**src/rtl/control_pkg.sv**
```systemverilog
// Shared definitions for the registered control sequencer: opcode map,
// PC/write-back source encodings, FSM state type and the decoded flag bundle.
package control_pkg;

  localparam logic [1:0] PC_SRC_NEXT  = 2'b00;
  localparam logic [1:0] PC_SRC_B_IMM = 2'b01;
  localparam logic [1:0] PC_SRC_B_REG = 2'b10;

  localparam logic [1:0] W_SRC_ALU     = 2'b00;
  localparam logic [1:0] W_SRC_RAM     = 2'b01;
  localparam logic [1:0] W_SRC_PC_NEXT = 2'b10;

  localparam logic [3:0] OP_ALU  = 4'd0;
  localparam logic [3:0] OP_ALUI = 4'd1;
  localparam logic [3:0] OP_LW   = 4'd2;
  localparam logic [3:0] OP_SW   = 4'd3;
  localparam logic [3:0] OP_B    = 4'd4;
  localparam logic [3:0] OP_BR   = 4'd5;

  localparam logic [3:0] ALU_ADD = 4'b0010;

  typedef enum logic [1:0] {
    ST_IDLE,
    ST_EXEC,
    ST_MEM,
    ST_FAULT
  } state_t;

  // Controls captured at instruction acceptance; branch resolution is
  // already folded in, so a not-taken branch arrives here as all zeros.
  typedef struct packed {
    logic       regs_we;
    logic       ram_rd;
    logic       ram_we;
    logic       d_or_b;
    logic       imm16;
    logic [1:0] pc_src;
    logic [1:0] wdata_src;
    logic       flush;
  } ctl_t;

endpackage

```
**src/rtl/control_decode.sv**
```systemverilog
// Combinational opcode/opfunc/adata_zero to control-flag table, including
// branch condition evaluation. No state lives here.
module control_decode
  import control_pkg::*;
#(
  parameter int OPFUNC_W = 4
) (
  input  logic [3:0]          opcode,
  input  logic [OPFUNC_W-1:0] opfunc,
  input  logic                adata_zero,
  output ctl_t                ctl,
  output logic [OPFUNC_W-1:0] alu_func,
  output logic                illegal
);

  logic taken_cond;

  // Condition bits: [0]&[1] always, [0] on Ra==0, [1] on Ra!=0.
  assign taken_cond = (opfunc[0] & opfunc[1]) |
                      (opfunc[0] & adata_zero) |
                      (opfunc[1] & ~adata_zero);

  // Flag table; unlisted opcodes decode as a NOP flagged illegal.
  always_comb begin
    ctl      = '0;
    alu_func = opfunc;
    illegal  = 1'b0;
    case (opcode)
      OP_ALU: begin
        ctl.regs_we = 1'b1;
      end
      OP_ALUI: begin
        ctl.regs_we = 1'b1;
        ctl.d_or_b  = 1'b1;
        ctl.imm16   = 1'b1;
      end
      OP_LW: begin
        ctl.regs_we = 1'b1;
        ctl.ram_rd  = 1'b1;
        ctl.d_or_b  = 1'b1;
        ctl.imm16   = 1'b1;
        alu_func    = OPFUNC_W'(ALU_ADD);
      end
      OP_SW: begin
        ctl.ram_we = 1'b1;
        ctl.imm16  = 1'b1;
        alu_func   = OPFUNC_W'(ALU_ADD);
      end
      OP_B, OP_BR: begin
        if (taken_cond) begin
          ctl.regs_we   = opfunc[3];
          ctl.d_or_b    = (opcode == OP_B);
          ctl.imm16     = 1'b1;
          ctl.pc_src    = (opcode == OP_B) ? PC_SRC_B_IMM : PC_SRC_B_REG;
          ctl.wdata_src = W_SRC_PC_NEXT;
          ctl.flush     = 1'b1;
        end else begin
          alu_func = '0;
        end
      end
      default: begin
        illegal = 1'b1;
      end
    endcase
  end

endmodule

```
**src/rtl/control_seq.sv**
```systemverilog
// Registered multi-cycle control sequencer between fetch and the datapath.
// Accepts one instruction per handshake, holds memory controls across RAM
// wait states and latches a sticky fault when the wait bound expires.
// Optional: define CONTROL_SEQ_ILLEGAL_TRAP_EN to send illegal opcodes to
// FAULT instead of executing them as NOPs.
module control_seq
  import control_pkg::*;
#(
  parameter int OPFUNC_W = 4,
  parameter int WAIT_W   = 4,
  parameter int MAX_WAIT = 15
) (
  input  logic                clk,
  input  logic                reset_n,
  input  logic                in_valid,
  output logic                in_ready,
  input  logic [3:0]          opcode,
  input  logic [OPFUNC_W-1:0] opfunc,
  input  logic                adata_zero,
  input  logic                ram_ack,
  output logic                out_valid,
  output logic                ctl_regs_we,
  output logic                ctl_ram_rd,
  output logic                ctl_ram_we,
  output logic                ctl_d_or_b,
  output logic                ctl_imm16,
  output logic [1:0]          ctl_pc_src,
  output logic [1:0]          ctl_wdata_src,
  output logic [OPFUNC_W-1:0] ctl_alu_func,
  output logic                flush,
  output logic                fault
);

`ifdef CONTROL_SEQ_ILLEGAL_TRAP_EN
  localparam bit TRAP_EN = 1'b1;
`else
  localparam bit TRAP_EN = 1'b0;
`endif

  localparam logic [WAIT_W-1:0] LAST_WAIT = WAIT_W'(MAX_WAIT - 1);

  state_t              state_q, state_d;
  ctl_t                ctl_q, ctl_d;
  logic [OPFUNC_W-1:0] alu_q, alu_d;
  logic [WAIT_W-1:0]   cnt_q, cnt_d;

  ctl_t                dec_ctl;
  logic [OPFUNC_W-1:0] dec_alu;
  logic                dec_illegal;
  logic                is_mem;

  control_decode #(
    .OPFUNC_W (OPFUNC_W)
  ) u_decode (
    .opcode     (opcode),
    .opfunc     (opfunc),
    .adata_zero (adata_zero),
    .ctl        (dec_ctl),
    .alu_func   (dec_alu),
    .illegal    (dec_illegal)
  );

  assign is_mem = ctl_q.ram_rd | ctl_q.ram_we;

  // Next state: capture decode on accept, one EXEC cycle, bounded MEM wait.
  always_comb begin
    state_d = state_q;
    ctl_d   = ctl_q;
    alu_d   = alu_q;
    cnt_d   = cnt_q;
    unique case (state_q)
      ST_IDLE: begin
        if (in_valid) begin
          ctl_d   = dec_ctl;
          alu_d   = dec_alu;
          cnt_d   = '0;
          state_d = (dec_illegal && TRAP_EN) ? ST_FAULT : ST_EXEC;
        end
      end
      ST_EXEC: begin
        cnt_d   = '0;
        state_d = is_mem ? ST_MEM : ST_IDLE;
      end
      ST_MEM: begin
        if (ram_ack) begin
          state_d = ST_IDLE;
        end else if (cnt_q == LAST_WAIT) begin
          state_d = ST_FAULT;
        end else begin
          cnt_d = cnt_q + 1'b1;
        end
      end
      ST_FAULT: begin
        state_d = ST_FAULT;
      end
      default: begin
        state_d = ST_IDLE;
      end
    endcase
  end

  // Outputs: registered controls gated by state; LW write-back opens on ack.
  always_comb begin
    in_ready      = 1'b0;
    out_valid     = 1'b0;
    ctl_regs_we   = 1'b0;
    ctl_ram_rd    = 1'b0;
    ctl_ram_we    = 1'b0;
    ctl_d_or_b    = 1'b0;
    ctl_imm16     = 1'b0;
    ctl_pc_src    = PC_SRC_NEXT;
    ctl_wdata_src = W_SRC_ALU;
    ctl_alu_func  = '0;
    flush         = 1'b0;
    fault         = 1'b0;
    unique case (state_q)
      ST_IDLE: begin
        in_ready = 1'b1;
      end
      ST_EXEC: begin
        out_valid     = 1'b1;
        ctl_regs_we   = ctl_q.regs_we & ~is_mem;
        ctl_ram_rd    = ctl_q.ram_rd;
        ctl_ram_we    = ctl_q.ram_we;
        ctl_d_or_b    = ctl_q.d_or_b;
        ctl_imm16     = ctl_q.imm16;
        ctl_pc_src    = ctl_q.pc_src;
        ctl_wdata_src = ctl_q.wdata_src;
        ctl_alu_func  = alu_q;
        flush         = ctl_q.flush;
      end
      ST_MEM: begin
        out_valid    = 1'b1;
        ctl_ram_rd   = ctl_q.ram_rd;
        ctl_ram_we   = ctl_q.ram_we;
        ctl_d_or_b   = ctl_q.d_or_b;
        ctl_imm16    = ctl_q.imm16;
        ctl_alu_func = alu_q;
        if (ctl_q.ram_rd && ram_ack) begin
          ctl_regs_we   = 1'b1;
          ctl_wdata_src = W_SRC_RAM;
        end
      end
      ST_FAULT: begin
        fault = 1'b1;
      end
      default: begin
        in_ready = 1'b0;
      end
    endcase
  end

  // State, captured controls and wait counter; reset aborts any access.
  always_ff @(posedge clk or negedge reset_n) begin
    if (!reset_n) begin
      state_q <= ST_IDLE;
      ctl_q   <= '0;
      alu_q   <= '0;
      cnt_q   <= '0;
    end else begin
      state_q <= state_d;
      ctl_q   <= ctl_d;
      alu_q   <= alu_d;
      cnt_q   <= cnt_d;
    end
  end

endmodule

```
**config.mk**
```make
export PLATFORM = sky130hd
export DESIGN_NAME = control_seq
export DESIGN_NICKNAME = d
export VERILOG_FILES = /design/src/rtl/control_pkg.sv /design/src/rtl/control_decode.sv /design/src/rtl/control_seq.sv
export SDC_FILE = /design/constraint.sdc
export NUM_CORES = 1
export LEC_CHECK = 0
export ABC_AREA = 1
export CAP_MARGIN = 20
export CORE_ASPECT_RATIO = 1.1
export CORE_UTILIZATION = 44
export CTS_BUF_LIST = sky130_fd_sc_hd__clkbuf_4 sky130_fd_sc_hd__clkbuf_8
export CTS_CLUSTER_DIAMETER = 200
export DETAILED_ROUTE_END_ITERATION = 16
export GPL_ROUTABILITY_DRIVEN = 0
export PLACE_DENSITY = 0.83
export SYNTH_ARGS = -nofsm -noshare
export SYNTH_HDL_FRONTEND = slang
export SYNTH_SLANG_ARGS = --single-unit
```
**constraint.sdc**
```tcl
create_clock -name clk -period 2.2 [get_ports clk]
set_input_delay 0.22 -clock clk [delete_from_list [all_inputs] [get_ports clk]]
set_output_delay 0.22 -clock clk [all_outputs]
set_load 0.02 [all_outputs]
```
==> results by group <==
Run status
  – Status: completed

CTS
  – Number of CTS-inserted buffers: 3
  – Post-CTS Setup Bufs: 0
  – Worst-Skew Late Latency: 0.30 ns
  – CTS Root Cell: clkbuf_4
  – CTS Sinks: 18
  – Clock slew at reported path FFs: 0.11 ns
  – TritonCTS clock tree: yes
  – H-tree levels: 1
  – Max Root-Sink Buffers: 2

Timing
  – Final hold vios: 0
  – RSZ-0062 raised after global routing: false
  – Final hold slack: 0.379 ns
  – Final Setup Violations: 0
  – Fmax achieved: 474 MHz
  – Final Skew: 0.0101 ns
  – Fin. max-slew vios: 0
  – Crit share post-route: 0.959
  – Relative max-transition margin: 0.459
  – Setup_tns: 0 ns
  – Clock period minus worst slack: 2.11 ns
  – Actual slew at the worst max-slew pin: 0.809 ns
  – Final Worst Setup Slack: 0.0893 ns

Finish
  – Share of layout cells above drive strength 1: 0.0842
  – Commonest non-fill, non-tap cell in the layout: nand2_1
  – P&R area growth vs syn: 31.3%
  – Commonest non-fill, non-tap cells in the layout: nand2_1, inv_1, clkdlybuf4s50_1, dfrtp_1, nand3_1
  – Layout Utilization: 0.635
  – Final Cell Area: 1490 sq um
  – Final nets: 212
  – Fin cells: 220
  – Diodes inserted: 0

Power and ir drop
  – Internal Power: 861 uW
  – Power per cell area: 1050 nW/um^2
  – Pleak: 0.859 nW
  – Power share of the clock group: 0.132
  – Comb power frac: 0.549
  – Switch share: 0.447
  – Net switching power: 695 uW
  – Worst VDD drop: 0.000768 V
  – Sequential power share: 0.319
  – Pwr Total: 1.56 mW

Synth
  – Yosys warns: 0
  – Synth cell types: 23
  – Sequential area share after synthesis: 0.398
  – Post-synth net total: 179
  – Syn avg cell area: 7.17 sq um
  – Yosys reg bits: 18
  – Netlist Area Pre-Place: 1130 sq um
  – Mapped Cells: 158

Routing
  – Routed length per instance: 10.9 um
  – Routed Antenna Nets: 0
  – Residual DRC: 0
  – Via-per-instance ratio: 4.95
  – Total number of vias: 1090
  – Drt pass-1 iters: 4
  – Total wire length: 2.40 mm
  – Starting DRT DRC Count: 22

Setup path
  – R2r startpoint: state_q[1]
  – Critical R2R Capture: alu_q[3]
  – CP peak stage delay: 0.59 ns
  – Most frequent CP cell: inv_1
  – Arrival @ worst endpoint: 1.89 ns
  – Setup CP Type: reg -> out
  – Startpoint Class: flip-flop
  – Crit path cell chain: inv_1, ha_2, nand2_1, inv_1, clkdlybuf4s50_1
  – Reg2reg path depth: 6
  – Crit. End Element: output pin
  – Last element of the critical path: ctl_ram_we
  – Worst EP required: 1.98 ns
  – Crit-path max FO: 6
  – CP max-delay cell: clkdlybuf4s50_1
  – CP Launch Point: state_q[1]
  – Worst R2R Setup Slack: 0.67 ns

Place
  – Dpl cells: 216
  – Pre-CTS WS: 0.166 ns
  – IO Port Bufs: 29
  – Cell Area, Placed: 1450 sq um
  – Dpl hpwl: 1.90 mm

Die
  – Row count: 18
  – Die width: 50.4 um
  – Die height: 55.2 um
  – Die area: 2780 sq um
  – Initial Util: 0.483
  – I/O pins: 30
  – Core area: 2340 sq um

Global route
  – Overflow after GRT: 0
  – Initial antenna violation count: 0
  – Vias in the first global route: 1063
  – GRT Total Usage: 0.201
  – Largest net degree at the start of global routing: 19
  – First-pass GRT wire length: 4.33 mm

Min path
  – Worst Hold Class: in -> async

Flow run
  – Max_cap viols: 0
## sequential cells by signal (all words and copies together), names as in the netlist
| name | cells |
|---|---|
| alu_q | 4 |
| cnt_q | 4 |
| ctl_q | 8 |
| state_q | 2 |
## worst min path at each step
stage                  start         end  slack [ns]  cells past startpoint
floorplan            reset_n    alu_q[0]       -0.08                      0
global placement    ctl_q[4]    ctl_q[4]        0.46                      2
detailed placement  ctl_q[4]    ctl_q[4]        0.47                      2
CTS                  reset_n  state_q[0]        0.40                      1
global route         reset_n    cnt_q[2]        0.47                      1
finish               reset_n  state_q[0]        0.38                      1
## cell usage after synthesis
library cell | instances | area [sq um]
nand2_1 | 54 | 203
inv_1 | 27 | 101
dfrtp_1 | 18 | 450
nand3_1 | 15 | 75.1
nor2_1 | 9 | 33.8
ha_1 | 8 | 100
o21ai_1 | 4 | 20.0
a21oi_1 | 3 | 15.0
nand4_1 | 3 | 18.8
nand2_2 | 2 | 12.5
o21ai_0 | 2 | 10.0
o22ai_1 | 2 | 12.5
buf_2 | 1 | 5.00
buf_6 | 1 | 11.3
inv_2 | 1 | 3.75
nand3b_1 | 1 | 7.51
nor2_2 | 1 | 6.26
nor2_4 | 1 | 11.3
nor3_1 | 1 | 5.00
o21ai_2 | 1 | 8.76
or2_1 | 1 | 6.26
or2_2 | 1 | 6.26
xor2_1 | 1 | 8.76
## final cells by class
class,count,area (sq um)
fillers,224,856
multi-input cells,110,566
flip-flops and latches,18,453
repair buffers,30,289
inverters,28,105
well taps,30,37.5
clock buffers,4,36.3
## what timing repair did
action | CTS | global route
hold buffers | 0 | 0
resized for setup | 9 | 5
endpoints found under the hold margin | 0 | 0
endpoints found under the setup margin | 9 | 6
## cell families after synthesis
family                   share of synthesized area
buffers and inverters                        0.107
flip-flops                                   0.398
AO/OA/AOI/OAI                               0.0586
adder cells (fa/ha/maj)                     0.0884
AND/OR/NAND/NOR                              0.340
XOR/XNOR                                   0.00774
## power by group through the flow
stage | logic (mW) | clock network (mW) | registers (mW)
2_1_floorplan | 0.572 | 0 | 0.479
3_3_place_gp | 0.876 | 0 | 0.494
3_5_place_dp | 0.892 | 0 | 0.495
4_1_cts | 0.851 | 0.208 | 0.490
5_1_grt | 0.951 | 0.223 | 0.511
6_report | 0.855 | 0.205 | 0.496
## worst max-delay path, delay by kind of cell, from the launching register on
kind,cells,cell delay (ns)
buffers and inverters,3,0.73
flip-flops,1,0.42
adder cells (fa/ha/maj),1,0.39
AND/OR/NAND/NOR,1,0.06
## layer usage
metal | wire length [um] | GRT usage | share of wire | vias up
li1 | - | - | - | 552
met4 | 21 | 0.0595 | 0.0088 | 0
met2 | 1210 | 0.362 | 0.51 | 30
met1 | 1050 | 0.235 | 0.44 | 504
met3 | 106 | 0.0386 | 0.044 | 4
met5 | 0 | 0 | 0 | -
(Power assumes the default switching activity.)
